### src/rtl/reg_file_cmd_ctrl_pkg.sv
// Shared command codes and FSM state encoding for the register-file command controller.
package reg_ctrl_pkg;

   localparam logic [7:0] CMD_WR = 8'hAA;
   localparam logic [7:0] CMD_RD = 8'hBB;

   typedef enum logic [2:0] {
      IDLE    = 3'd0,
      WR_ADDR = 3'd1,
      WR_DATA = 3'd2,
      RD_ADDR = 3'd3,
      RD_WAIT = 3'd4,
      TX_SEND = 3'd5
   } state_t;

endpackage

### src/rtl/reg_file_cmd_ctrl.sv
// Byte-command front end: 0xAA addr data writes a register, 0xBB addr reads one and
// returns it to the transmitter; unknown commands and read timeouts pulse CMD_ERR.
module reg_file_cmd_ctrl
   import reg_ctrl_pkg::*;
#(
   parameter int width      = 8,
   parameter int addressBus = 4,
   parameter int rdTimeout  = 4
) (
   input  logic                  REF_CLK,
   input  logic                  RST,
   input  logic [width-1:0]      RX_P_Data,
   input  logic                  RX_D_VLD,
   output logic                  WrEN,
   output logic                  RdEN,
   output logic [addressBus-1:0] Address,
   output logic [width-1:0]      WrData,
   input  logic [width-1:0]      RdData,
   input  logic                  RdData_Valid,
   output logic [width-1:0]      TX_P_Data,
   output logic                  TX_D_VLD,
   input  logic                  TX_Busy,
   output logic                  CMD_ERR
);

   localparam int              CNT_W = $clog2(rdTimeout + 1);
   localparam logic [CNT_W-1:0] CNT_LAST = CNT_W'(rdTimeout - 1);

   state_t                state_q, state_d;
   logic [addressBus-1:0] addr_q, addr_d;
   logic [width-1:0]      wr_data_q, wr_data_d;
   logic [width-1:0]      tx_hold_q, tx_hold_d;
   logic [width-1:0]      tx_data_q, tx_data_d;
   logic [CNT_W-1:0]      cnt_q, cnt_d;
   logic                  wr_en_q, wr_en_d;
   logic                  rd_en_q, rd_en_d;
   logic                  tx_vld_q, tx_vld_d;
   logic                  cmd_err_q, cmd_err_d;

   always_comb begin
      state_d   = state_q;
      addr_d    = addr_q;
      wr_data_d = wr_data_q;
      tx_hold_d = tx_hold_q;
      tx_data_d = tx_data_q;
      cnt_d     = cnt_q;
      wr_en_d   = 1'b0;
      rd_en_d   = 1'b0;
      tx_vld_d  = 1'b0;
      cmd_err_d = 1'b0;

      case (state_q)
         IDLE: begin
            if (RX_D_VLD) begin
               if (RX_P_Data == width'(CMD_WR)) begin
                  state_d = WR_ADDR;
               end else if (RX_P_Data == width'(CMD_RD)) begin
                  state_d = RD_ADDR;
               end else begin
                  cmd_err_d = 1'b1;
               end
            end
         end
         WR_ADDR: begin
            if (RX_D_VLD) begin
               addr_d  = RX_P_Data[addressBus-1:0];
               state_d = WR_DATA;
            end
         end
         WR_DATA: begin
            if (RX_D_VLD) begin
               wr_en_d   = 1'b1;
               wr_data_d = RX_P_Data;
               state_d   = IDLE;
            end
         end
         RD_ADDR: begin
            if (RX_D_VLD) begin
               addr_d  = RX_P_Data[addressBus-1:0];
               rd_en_d = 1'b1;
               cnt_d   = '0;
               state_d = RD_WAIT;
            end
         end
         RD_WAIT: begin
            // The RdEN cycle itself is the first of the rdTimeout waiting cycles.
            if (RdData_Valid) begin
               tx_hold_d = RdData;
               cnt_d     = '0;
               state_d   = TX_SEND;
            end else if (cnt_q == CNT_LAST) begin
               cmd_err_d = 1'b1;
               cnt_d     = '0;
               state_d   = IDLE;
            end else begin
               cnt_d = cnt_q + CNT_W'(1);
            end
         end
         TX_SEND: begin
            if (!TX_Busy) begin
               tx_vld_d  = 1'b1;
               tx_data_d = tx_hold_q;
               state_d   = IDLE;
            end
         end
         default: state_d = IDLE;
      endcase
   end

   always_ff @(posedge REF_CLK) begin
      if (RST) begin
         state_q   <= IDLE;
         addr_q    <= '0;
         wr_data_q <= '0;
         tx_hold_q <= '0;
         tx_data_q <= '0;
         cnt_q     <= '0;
         wr_en_q   <= 1'b0;
         rd_en_q   <= 1'b0;
         tx_vld_q  <= 1'b0;
         cmd_err_q <= 1'b0;
      end else begin
         state_q   <= state_d;
         addr_q    <= addr_d;
         wr_data_q <= wr_data_d;
         tx_hold_q <= tx_hold_d;
         tx_data_q <= tx_data_d;
         cnt_q     <= cnt_d;
         wr_en_q   <= wr_en_d;
         rd_en_q   <= rd_en_d;
         tx_vld_q  <= tx_vld_d;
         cmd_err_q <= cmd_err_d;
      end
   end

   assign WrEN      = wr_en_q;
   assign RdEN      = rd_en_q;
   assign Address   = addr_q;
   assign WrData    = wr_data_q;
   assign TX_P_Data = tx_data_q;
   assign TX_D_VLD  = tx_vld_q;
   assign CMD_ERR   = cmd_err_q;

endmodule

### config.mk
export PLATFORM = sky130hd
export DESIGN_NAME = reg_file_cmd_ctrl
export DESIGN_NICKNAME = d
export VERILOG_FILES = /design/src/rtl/reg_file_cmd_ctrl_pkg.sv /design/src/rtl/reg_file_cmd_ctrl.sv
export SDC_FILE = /design/constraint.sdc
export NUM_CORES = 1
export LEC_CHECK = 0
export BUFFER_PORTS_ARGS = -buffer_cell sky130_fd_sc_hd__buf_2
export CORE_MARGIN = 5
export CORE_UTILIZATION = 35
export DETAILED_ROUTE_END_ITERATION = 8
export MAX_ROUTING_LAYER = met4
export SLEW_MARGIN = 20
export SYNTH_ARGS = -nofsm -noshare
export SYNTH_HDL_FRONTEND = slang
export SYNTH_SLANG_ARGS = --single-unit
### constraint.sdc
create_clock -name REF_CLK -period 2.45 [get_ports REF_CLK]
set_clock_uncertainty 0.1 [all_clocks]
set_input_delay 0.3675 -clock REF_CLK [delete_from_list [all_inputs] [get_ports REF_CLK]]
set_output_delay 0.3675 -clock REF_CLK [all_outputs]
set_load 0.02 [all_outputs]
# ---- Word-level counts from Yosys, hierarchy flattened
# Index checks and enable logic that the tools add are counted.
dict set report word_totals {
  out_inout_bits 24
  regBits 38
  input_bits 21
}
dict set report op_classes {
  eq_ne 15
  reduce_logical 12
  mux 21
  bitwise 4
  n_addsub 1
}
# operator count
set ops {}
lappend ops {{two-way mux 3 bit} 11}
lappend ops {{one-hot mux 3 bit (6 select lines)} 1}
lappend ops {{equality test 8 bit, second input constant} 2}
lappend ops {{!= test 2 bit, second input constant} 5}
lappend ops {{AND reduction 2 bit} 5}
lappend ops {{equality test 3 x 2 -> 1 bit, second input constant} 3}
lappend ops {{OR reduction 2 bit} 4}
lappend ops {{two-way mux 1 bit} 7}
lappend ops {{AND reduction 7 bit} 1}
lappend ops {{equality test 3 bit, second input constant} 2}
lappend ops {{!= test 3 bit, second input constant} 2}
lappend ops {{one-hot mux 3 bit (2 select lines)} 1}
lappend ops {{NOT 1 bit} 4}
lappend ops {{adder 3 x 1 -> 3 bit, second input constant} 1}
lappend ops {{equality test 3 x 1 -> 1 bit, second input constant} 1}
lappend ops {{logical NOT 3 bit} 1}
lappend ops {{one-hot mux 1 bit (2 select lines)} 1}
lappend ops {{nonzero test 2 bit} 1}

# ---- Logic depth before layout (Yosys ltp)
# Gate-level depths: netlist of run 1.
dict set report depth {
  depth_word 5
  ltp_mapped 6
  mapped_depth_nobuf 5
}

# ---- Worst setup path after synthesis of run 1
# No wires, ideal clock.
dict set report synth_path {
  path_kind {reg2reg}
  start {register state_q[1]}
  end {register state_q[0]}
  synth_period_minus_slack_ns 1.703
  path_stages_with_launch 5
  t_required_ns 2.227
  path_slack_ns 0.747
  n_path_buf 0
  arrival_ns 1.479
  cell_sequence {dfxtp_1 > or4b_4 > o221ai_2 > nand2b_1 > mux2_1}
}
dict set report synth_between {
  elab_chain_cells 3
}
# element line
set synth_lines {}
lappend synth_lines {{start: declaration} reg_file_cmd_ctrl.sv:29} ;# state_t state_q, state_d;
lappend synth_lines {{start signal: assignment} reg_file_cmd_ctrl.sv:123} ;# state_q <= state_d;
lappend synth_lines {{equality test 3 bit (tied with other cells)} reg_file_cmd_ctrl.sv:52} ;# case (state_q)
lappend synth_lines {{!= test 3 bit (no source line) or != test 2 bit (tied branches)} -}
lappend synth_lines {{AND reduction 7 bit (no source line)} -}
# Parallel ways exist; a longest one is shown, timed or not.
# A chain may end at the register's enable or synchronous reset.

# ---- Final worst setup path of run 1
# Ends and elaborated chain as after synthesis.

==> flow_summary.json, run 1 <==
{
  "status": "finished clean",
  "ctsHoldBuffers": 0,
  "drc": 0,
  "worstPathArrival_ns": 1.99,
  "power_density_nw_per_um2": 651,
  "synth-warning-count": 0,
  "timing.critical_path.to_type": "flip-flop",
  "fin_crit_ns": 1.92,
  "pre_cts_setup_slack_ns": 0.546,
  "core.rowCount": 23,
  "finish.net_count": 240,
  "worst-slew-pin-transition_ns": 0.488,
  "hold_violations": 0,
  "synth_seq_area_share_pct": 50.9,
  "postRouteWirelength_mm": 3.40,
  "die-area_um2": 5670,
  "power.total_mw": 1.21,
  "post-cts-setup-buffer-count": 0,
  "clock-root-buffer": "sky130_fd_sc_hd__clkbuf_8",
  "maxClockFrequency_ghz": 0.522,
  "setup_viol": 0,
  "max_cap_violations": 0,
  "final_min_period_over_clock_period_pct": 78.2,
  "timing.max_slew.rel_slack_pct": 67.5,
  "buffer_ports.inserted": 44,
  "maximum_number_of_pins_on_one_net_before_global_route_repair": 28,
  "avgRoutedWirePerCell_um": 12.6,
  "hold_slack_ns": 0.210,
  "global_route_total_usage_across_every_layer_pct": 13.6,
  "critical_path_launch_point_type": "flip-flop",
  "synth.lib_cells_used.distinct": 33,
  "grt_pass1_wl_mm": 5.68,
  "dp_hpwl_mm": 2.46,
  "path_clk_slew_ns": 0.07,
  "global_route.usage.met3_pct": 5.67,
  "yosys_register_bits": 38,
  "layout.filler_cells": 423,
  "first_global_vias": 1302,
  "number_of_nets_in_the_synthesized_netlist": 198,
  "core_area_um2": 4060,
  "layout_common_cells": "sky130_fd_sc_hd__nand2_1, sky130_fd_sc_hd__buf_2, sky130_fd_sc_hd__dfxtp_1",
  "die_height_um": 75.3,
  "detail_route.iter0.violations": 84,
  "finalWorstSetupSlack_ns": 0.535,
  "finalMaxSlewViolations": 0,
  "post_synth_edffs": 0,
  "final_common_cell": "sky130_fd_sc_hd__nand2_1",
  "cts.htree.levels": 2,
  "crit_fanout": 15,
  "grtUsageMet1_pct": 16.9,
  "gr-max-usage-layer": "met2",
  "finish.cell_count_without_fillers": 269,
  "area_delta_synth_final_pct": 24.2,
  "post-place-cells": 261,
  "worstHoldPathType": "input pin to flip-flop",
  "insertedDiodeCount": 0,
  "worst-setup-path-type": "flip-flop to flip-flop",
  "place_congestion": 0.755,
  "worst_ep_required_time_ns": 2.53,
  "boundaryPins": 45,
  "clock_insertion_delay_worst_skew_ns": 0.29,
  "post_synth.cell_area_avg_um2": 8.49,
  "syn-cell-area_um2": 1490,
  "power_leakage_nw": 0.788,
  "grt_antenna_before_repair": 0,
  "starting_utilization_of_the_core_area_pct": 36.8,
  "postSynth.topFlopCell": "sky130_fd_sc_hd__dfxtp_1",
  "tritoncts": "yes",
  "gr-usage-met2_pct": 19.7,
  "setup_tns_ns": 0,
  "route.detailed.vias_per_inst": 4.85,
  "syn_inst": 176,
  "unrepaired_setup_endpoints_after_global_routing": "no",
  "detailroute.via_count": 1304,
  "gr-total-overflow": 0,
  "asyncSetResetFlopFracSynth_pct": 0,
  "cts_resized": 0,
  "detailedRoute.firstPassIterationCount": 4,
  "die_w_um": 75.3,
  "clkSinkCount": 38,
  "cts_inserted_buffers": 5,
  "drtAntennaViolNets": 0,
  "final_layout_size_suffix_gt1_share_pct": 26.0,
  "cts_buffer_depth": 2,
  "peakVddDrop_v": 0.000298
}
[synthesized netlist by cell type, drive strengths merged (2+ instances only)]
| cell type | number | area (um^2) |
|---|---|---|
| nor2b | 3 | 18.8 |
| o31ai | 3 | 22.5 |
| o21ai | 3 | 15.0 |
| mux2i | 5 | 50.1 |
| nand2b | 2 | 12.5 |
| dfxtp | 38 | 761 |
| clkbuf | 7 | 26.3 |
| nor2 | 10 | 37.5 |
| nand4b | 2 | 17.5 |
| a21oi | 25 | 125 |
| nand3b | 2 | 15.0 |
| nand2 | 50 | 188 |
| buf | 4 | 18.8 |
| nor3 | 3 | 15.0 |
| a2111oi | 2 | 17.5 |
| nand3 | 2 | 10.0 |
[power breakdown]
part           total (mW)  switching (mW)  internal (mW)
combinational      0.0660          0.0383         0.0277
clock               0.512           0.213          0.299
sequential          0.630         0.00695          0.623
[worst max-delay path, cell delays in order (launching register included)]
cell and delay [ns]:
sky130_fd_sc_hd__dfxtp_1 0.45, sky130_fd_sc_hd__or4b_4 0.60, sky130_fd_sc_hd__o221ai_2 0.18, sky130_fd_sc_hd__nand2b_1 0.16, sky130_fd_sc_hd__mux2_1 0.32
[worst paths after layout]
check        startpoint           end  slack, ns  depth (start not counted)
max          state_q[1]    state_q[0]       0.53                          4
min           RdData[4]  tx_hold_q[4]       0.21                          3
max reg2reg  state_q[1]    state_q[0]       0.53                          4
min reg2reg   WrData[7]     WrData[7]       0.35                          2
[metal layers]
metal	vias to the layer above	routed length (um)
li1	680	-
met1	578	1640
met2	40	1440
met3	6	270
met4	0	53
met5	-	0
[logic make-up (layout without fill, tap and decap cells)]
family / after synthesis / in the layout / share of synthesized area [%]
muxes: 6 / 6 / 4.10
AOI/OAI and AO/OA: 36 / 36 / 14.0
xor gates and xnor gates: 1 / 1 / 0.586
DFF: 38 / 38 / 50.9
and+or+nand+nor: 82 / 82 / 26.3
adders and majority gates: 1 / 1 / 0.837
buffers and inverters: 12 / 55 / 3.27
[registers in the layout (all words and copies together), names as in the netlist]
register,cells
CMD_ERR,1
cnt_q,3
TX_P_Data,8
WrData,8
WrEN,1
tx_hold_q,8
Address,4
state_q,3
TX_D_VLD,1
RdEN,1
[stage by stage]
stage                     utilization, %  cell area, um^2
final                               45.7             1860
after floorplan                        -             1490
after detailed placement            43.0             1750
after CTS                           45.7             1860
after global routing                45.7             1860
after global placement              43.0             1750
[area by class of cell]
type | count | area (um^2) | share of cell area [%]
Timing Repair Buffer | 46 | 235 | 12.7
Multi-Input combinational cell | 126 | 684 | 36.9
Inverter | 1 | 3.75 | 0.202
Clock buffer | 5 | 68.8 | 3.71
Tap cell | 50 | 62.6 | 3.37
Clock inverter | 3 | 40.0 | 2.16
Sequential cell | 38 | 761 | 41.0
(Power assumes the default switching activity.)
==> run 2: changes to the inputs <==
clock period = 1.55 ns   (was 2.45 ns; I/O delays follow)
==> run 2 against run 1 <==
- the flow now finishes with violations (setup timing)
- largest power group unchanged
- core utilization grew 3.4 points
- worst setup slack lost 0.70 ns
- die area is the same
- largest cell class unchanged
- sequential share of layout area shrank 2.7 points
- final area grew 7.3%
- sequential power grew 57%
- register-to-register slack lost 0.70 ns
==> flow_summary.json, run 2 (synthesis results as in run 1) <==
{
  "register_area_um2": 763,
  "area_delta_synth_final_pct": 33.3,
  "setup_viol": 1,
  "die_height_um": 75.3,
  "final_min_period_over_clock_period_pct": 110,
  "worstPathArrival_ns": 1.79,
  "die-area_um2": 5670,
  "finalMaxSlewViolations": 0,
  "unrepaired_setup_endpoints_after_global_routing": "yes",
  "clock-root-buffer": "sky130_fd_sc_hd__clkbuf_8",
  "crit_buf_inv": 0,
  "hold_violations": 0,
  "route.detailed.vias_per_inst": 4.82,
  "peakVddDrop_v": 0.000582,
  "grt_pass1_wl_mm": 5.75,
  "detailedRoute.firstPassIterationCount": 4,
  "power_leakage_nw": 0.844,
  "avgRoutedWirePerCell_um": 12.7,
  "detailroute.via_count": 1345,
  "worst-slew-pin-transition_ns": 0.516,
  "boundaryPins": 45,
  "power.total_mw": 1.97,
  "final_design_area_no_fill_um2": 1990,
  "maximum_number_of_pins_on_one_net_before_global_route_repair": 16,
  "cts.htree.levels": 2,
  "final_common_cell": "sky130_fd_sc_hd__nand2_1",
  "cts_inserted_buffers": 5,
  "dp_hpwl_mm": 2.53,
  "drc": 0,
  "detail_route.iter0.violations": 29,
  "path_delay_family": "simple AND/OR/NAND/NOR gates",
  "timing.critical_path.to_type": "flip-flop",
  "buffer_ports.inserted": 44,
  "timing.max_slew.rel_slack_pct": 64.7,
  "critical_path.slowest_cell": "sky130_fd_sc_hd__or4b_4",
  "global_route_total_usage_across_every_layer_pct": 13.7,
  "hold_slack_ns": 0.0716,
  "worst_ep_required_time_ns": 1.63,
  "die_w_um": 75.3,
  "insertedDiodeCount": 0,
  "postRouteWirelength_mm": 3.54,
  "path_clk_slew_ns": 0.08,
  "worstHoldPathType": "input pin to flip-flop",
  "cts_buffer_depth": 2,
  "crit_fanout": 3,
  "max_cap_violations": 0,
  "layout.filler_cells": 401,
  "drtAntennaViolNets": 0,
  "worstPathCellList": "or4b_4, o221ai_4, nand2b_4, mux2_4",
  "first_global_vias": 1301,
  "layout_common_cells": "sky130_fd_sc_hd__nand2_1, sky130_fd_sc_hd__buf_2, sky130_fd_sc_hd__dfxtp_1",
  "power_density_nw_per_um2": 987,
  "fin_crit_ns": 1.71,
  "post_dp_cell_area_um2": 1820,
  "grt_antenna_before_repair": 0,
  "core_area_um2": 4060,
  "status": "finished, violations left",
  "finish.cell_count_without_fillers": 279,
  "finish.net_count": 250,
  "gr-total-overflow": 0,
  "maxClockFrequency_ghz": 0.584,
  "starting_utilization_of_the_core_area_pct": 36.8,
  "critical-path-max-stage-delay_ns": 0.55,
  "place_congestion": 0.736,
  "failed_checks": "setup timing",
  "worst-setup-path-type": "flip-flop to flip-flop",
  "post-cts-setup-buffer-count": 0,
  "final_layout_size_suffix_gt1_share_pct": 33.2,
  "clkSinkCount": 38,
  "core.rowCount": 23,
  "post-place-cells": 271,
  "combined_area_of_the_multi_input_logic_cells_um2": 734,
  "critical_path_launch_point_type": "flip-flop",
  "tritoncts": "yes",
  "finalWorstSetupSlack_ns": -0.161,
  "clock_insertion_delay_worst_skew_ns": 0.29
}
-- run 2: changes by cell type in the layout (fill, tap and decap cells not counted), sizes merged --
cell / delta
buf: +10
clkinv: -2
clkinvlp: +2
-- run 2: metrics by stage --
step / TNS [ns] / util, % / setup slack, ns
6_report: -0.161 / 49.1 / -0.161
5_1_grt: -0.224 / 49.1 / -0.208
4_1_cts: -0.175 / 48.3 / -0.174
3_5_place_dp: -0.248 / 44.9 / -0.193
3_3_place_gp: -0.184 / 44.9 / -0.170
2_1_floorplan: -0.153 / - / -0.153
-- run 2: final cells by class --
class,count,share of cell area [%]
well taps,50,3.14
multi-input cells,126,36.9
inverters,1,0.188
flip-flops and latches,38,38.3
repair buffers,56,15.8
clock buffers,5,3.45
clock inverters,3,2.26
-- run 2: routing by layer --
layer / global-route usage, % / up-vias / wire, um
met2: 21.1 / 37 / 1610
met4: 5.83 / 0 / 50
met1: 16.6 / 602 / 1640
met5: - / - / 0
li1: - / 700 / -
met3: 4.35 / 6 / 247
-- run 2: what timing repair did --
item	4_1_cts	5_1_grt
hold buffers	0	0
pin swaps	0	2
endpoints found under the setup margin	4	11
endpoints found under the hold margin	0	0
resized for setup	4	11
-- run 2: power by group --
group | leakage [nW] | total (mW) | internal, mW | switching (mW)
combinational | 0.486 | 0.134 | 0.0584 | 0.0753
sequential | 0.307 | 0.988 | 0.984 | 0.00410
clock | 0.0504 | 0.844 | 0.479 | 0.365
total | 0.844 | 1.97 | 1.52 | 0.444
-- run 2: path summary, 6_finish.rpt --
path                                 start            to  slack, ns  cells after the start
worst max-delay path            state_q[1]    state_q[0]      -0.16                      4
worst min-delay path             RdData[4]  tx_hold_q[4]       0.07                      3
worst max register to register  state_q[1]    state_q[0]      -0.16                      4
worst min register to register   WrData[6]     WrData[6]       0.35                      2
-- run 2: worst register-to-register path: cells and delay by family (launching register included) --
kind | cells | cell delay, ns
AND/OR/NAND/NOR | 2 | 0.72
AO/OA/AOI/OAI | 1 | 0.17
multiplexers | 1 | 0.29
flip-flops | 1 | 0.32
==> run 3: changes to the inputs <==
ABC_AREA = 1   (was unset)
clock period = 2.2 ns   (was 1.55 ns; I/O delays follow)
==> run 3 against run 2 <==
- worst hold slack gained 0.087 ns
- worst setup slack gained 0.97 ns
- highest routed layer unchanged
- the flow now finishes without violations
- final area decreased by 5.8%
- global-route usage down 0.23 points
- wire length shrank 8.4%
- count of clock-buffer cells in the layout did not move
==> flow_summary.json, run 3 <==
{
  "status": "finished clean",
  "synthesized_area_fraction_occupied_by_adder_cells_pct": 0.825,
  "cts_buffer_depth": 2,
  "path_delay_family": "simple AND/OR/NAND/NOR gates",
  "worstPathArrival_ns": 1.48,
  "grt_pass1_wl_mm": 5.62,
  "layout.filler_cells": 438,
  "syn-cell-area_um2": 1520,
  "final_common_cell": "sky130_fd_sc_hd__buf_2",
  "core_area_um2": 4260,
  "die_height_um": 75.8,
  "maxClockFrequency_ghz": 0.719,
  "power.total_mw": 2.07,
  "netlist_top_cells_count": "sky130_fd_sc_hd__dfxtp_1, sky130_fd_sc_hd__nor2_1, sky130_fd_sc_hd__o21ai_0, sky130_fd_sc_hd__a21oi_1, sky130_fd_sc_hd__nand2_1",
  "global_route.usage.met3_pct": 4.62,
  "worst-slew-pin-transition_ns": 0.327,
  "cp.depth": 6,
  "ff2ff_path_depth": 6,
  "setup_viol": 0,
  "timing.max_slew.rel_slack_pct": 78.2,
  "grt_antenna_before_repair": 0,
  "place_congestion": 0.833,
  "post_synth.cell_area_avg_um2": 7.82,
  "yosys_register_bits": 38,
  "layout_common_cells": "sky130_fd_sc_hd__buf_2, sky130_fd_sc_hd__dfxtp_1, sky130_fd_sc_hd__nor2_1",
  "setup_tns_ns": 0,
  "grtUsageMet1_pct": 16.1,
  "detail_route.iter0.violations": 26,
  "yosys.area.top_type": "sky130_fd_sc_hd__dfxtp_1",
  "syn_inst": 194,
  "dp_hpwl_mm": 2.40,
  "cts_resized": 0,
  "gr-max-usage-layer": "met2",
  "avgRoutedWirePerCell_um": 11.1,
  "final_design_area_no_fill_um2": 1880,
  "pre_cts_setup_slack_ns": 0.773,
  "number_of_nets_in_the_synthesized_netlist": 216,
  "post_synth_edffs": 0,
  "die-area_um2": 5750,
  "drtAntennaViolNets": 0,
  "post-place-cells": 285,
  "critical_path.slowest_cell": "sky130_fd_sc_hd__dfxtp_1",
  "synth.lib_cells_used.distinct": 23,
  "combined_area_of_the_multi_input_logic_cells_um2": 628,
  "worstPathCellList": "inv_2, nand3_4, nor2_4, or2_2, nor2_1, nor2_1",
  "post_dp_cell_area_um2": 1770,
  "drc": 0,
  "synth_simple_gate_area_share_pct": 22.9,
  "post-cts-setup-buffer-count": 0,
  "dominant_combinational_cell_family_by_area_after_synthesis": "simple AND/OR/NAND/NOR gates",
  "starting_utilization_of_the_core_area_pct": 35.6,
  "worstHoldPathType": "input pin to flip-flop",
  "first_global_vias": 1283,
  "hold_slack_ns": 0.159,
  "buffer_ports.inserted": 44,
  "critical-path-max-stage-delay_ns": 0.44,
  "clkSinkCount": 38,
  "peakVddDrop_v": 0.000371,
  "fin_crit_ns": 1.39,
  "power_density_nw_per_um2": 1100,
  "worst-setup-path-type": "flip-flop to flip-flop",
  "finalMaxSlewViolations": 0,
  "critical-path-top-cell-by-count": "sky130_fd_sc_hd__nor2_1",
  "insertedDiodeCount": 0,
  "gr-total-overflow": 0,
  "cts.htree.levels": 2,
  "synth_seq_area_share_pct": 50.2,
  "register_area_um2": 761,
  "final_layout_size_suffix_gt1_share_pct": 27.4,
  "detailroute.via_count": 1306,
  "clock-root-buffer": "sky130_fd_sc_hd__clkbuf_8",
  "die_w_um": 75.8,
  "synth.area.top_cells": "sky130_fd_sc_hd__dfxtp_1, sky130_fd_sc_hd__nor2_1, sky130_fd_sc_hd__o21ai_0, sky130_fd_sc_hd__a21oi_1, sky130_fd_sc_hd__nand2_1",
  "crit_fanout": 6,
  "crit_buf_inv": 1,
  "area_delta_synth_final_pct": 23.8,
  "cts_inserted_buffers": 5,
  "core.rowCount": 24,
  "synth_compound_area_share_pct": 17.7,
  "synth_most_common_cell": "sky130_fd_sc_hd__dfxtp_1",
  "synth_largest_type_area_fraction_pct": 50.2,
  "finish.net_count": 262,
  "finalWorstSetupSlack_ns": 0.809,
  "tritoncts": "yes",
  "unrepaired_setup_endpoints_after_global_routing": "no",
  "min_delay_path_depth": 3,
  "max_cap_violations": 0,
  "critical_path_launch_point_type": "flip-flop",
  "detailedRoute.firstPassIterationCount": 4,
  "final_min_period_over_clock_period_pct": 63.2,
  "route.detailed.vias_per_inst": 4.46,
  "finish.cell_count_without_fillers": 293,
  "postRouteWirelength_mm": 3.25,
  "ctsHoldBuffers": 0,
  "power_leakage_nw": 0.903,
  "maximum_number_of_pins_on_one_net_before_global_route_repair": 33,
  "timing.critical_path.to_type": "flip-flop",
  "gr-usage-met2_pct": 20.1,
  "xor_xnor_fraction_of_synth_area_pct": 0,
  "global_route_total_usage_across_every_layer_pct": 13.5,
  "post-route-util_pct": 44.0,
  "path_clk_slew_ns": 0.07,
  "synth-warning-count": 0,
  "hold_violations": 0,
  "worst_ep_required_time_ns": 2.29,
  "boundaryPins": 45,
  "clock_insertion_delay_worst_skew_ns": 0.29,
  "asyncSetResetFlopFracSynth_pct": 0,
  "synth.mux.area_fraction_pct": 0,
  "postSynth.topFlopCell": "sky130_fd_sc_hd__dfxtp_1"
}
## run 3: worst paths after layout
path | start | endpoint | slack [ns]
worst min register to register | cnt_q[2] | cnt_q[2] | 0.34
worst max register to register | state_q[0] | state_q[2] | 0.81
worst max-delay path | state_q[0] | state_q[2] | 0.81
worst min-delay path | RdData[0] | tx_hold_q[0] | 0.16
## run 3: metal layers
| metal | vias up | share of wire [%] |
|---|---|---|
| met3 | 8 | 6.3 |
| met2 | 30 | 44 |
| met4 | 0 | 2.4 |
| met1 | 551 | 47 |
| met5 | - | 0 |
| li1 | 717 | - |
## run 3: layout make-up
cell class                      instances  share of cell area (%)
Multi-Input combinational cell        127                    33.5
Timing Repair Buffer                   45                    12.1
Inverter                               23                    4.60
Sequential cell                        38                    40.5
Clock buffer                            5                    3.67
Tap cell                               52                    3.47
Clock inverter                          3                    2.13
## run 3: cell families (layout without fill, tap and decap cells)
logic type / after synthesis / after routing
and+or+nand+nor: 74 / 74
DFF: 38 / 38
AOI/OAI and AO/OA: 52 / 52
adders and majority gates: 1 / 1
buffers and inverters: 29 / 76
## run 3: worst min-delay path, delay by kind of cell
kind	cells	cell delay (ns)
AND/OR/NAND/NOR	2	0.11
buffers and inverters	1	0.08
## run 3: where the power goes
group / internal [mW] / switching, mW / total (mW)
combinational: 0.206 / 0.399 / 0.604
clock: 0.334 / 0.247 / 0.581
sequential: 0.808 / 0.0761 / 0.884
total: 1.35 / 0.722 / 2.07
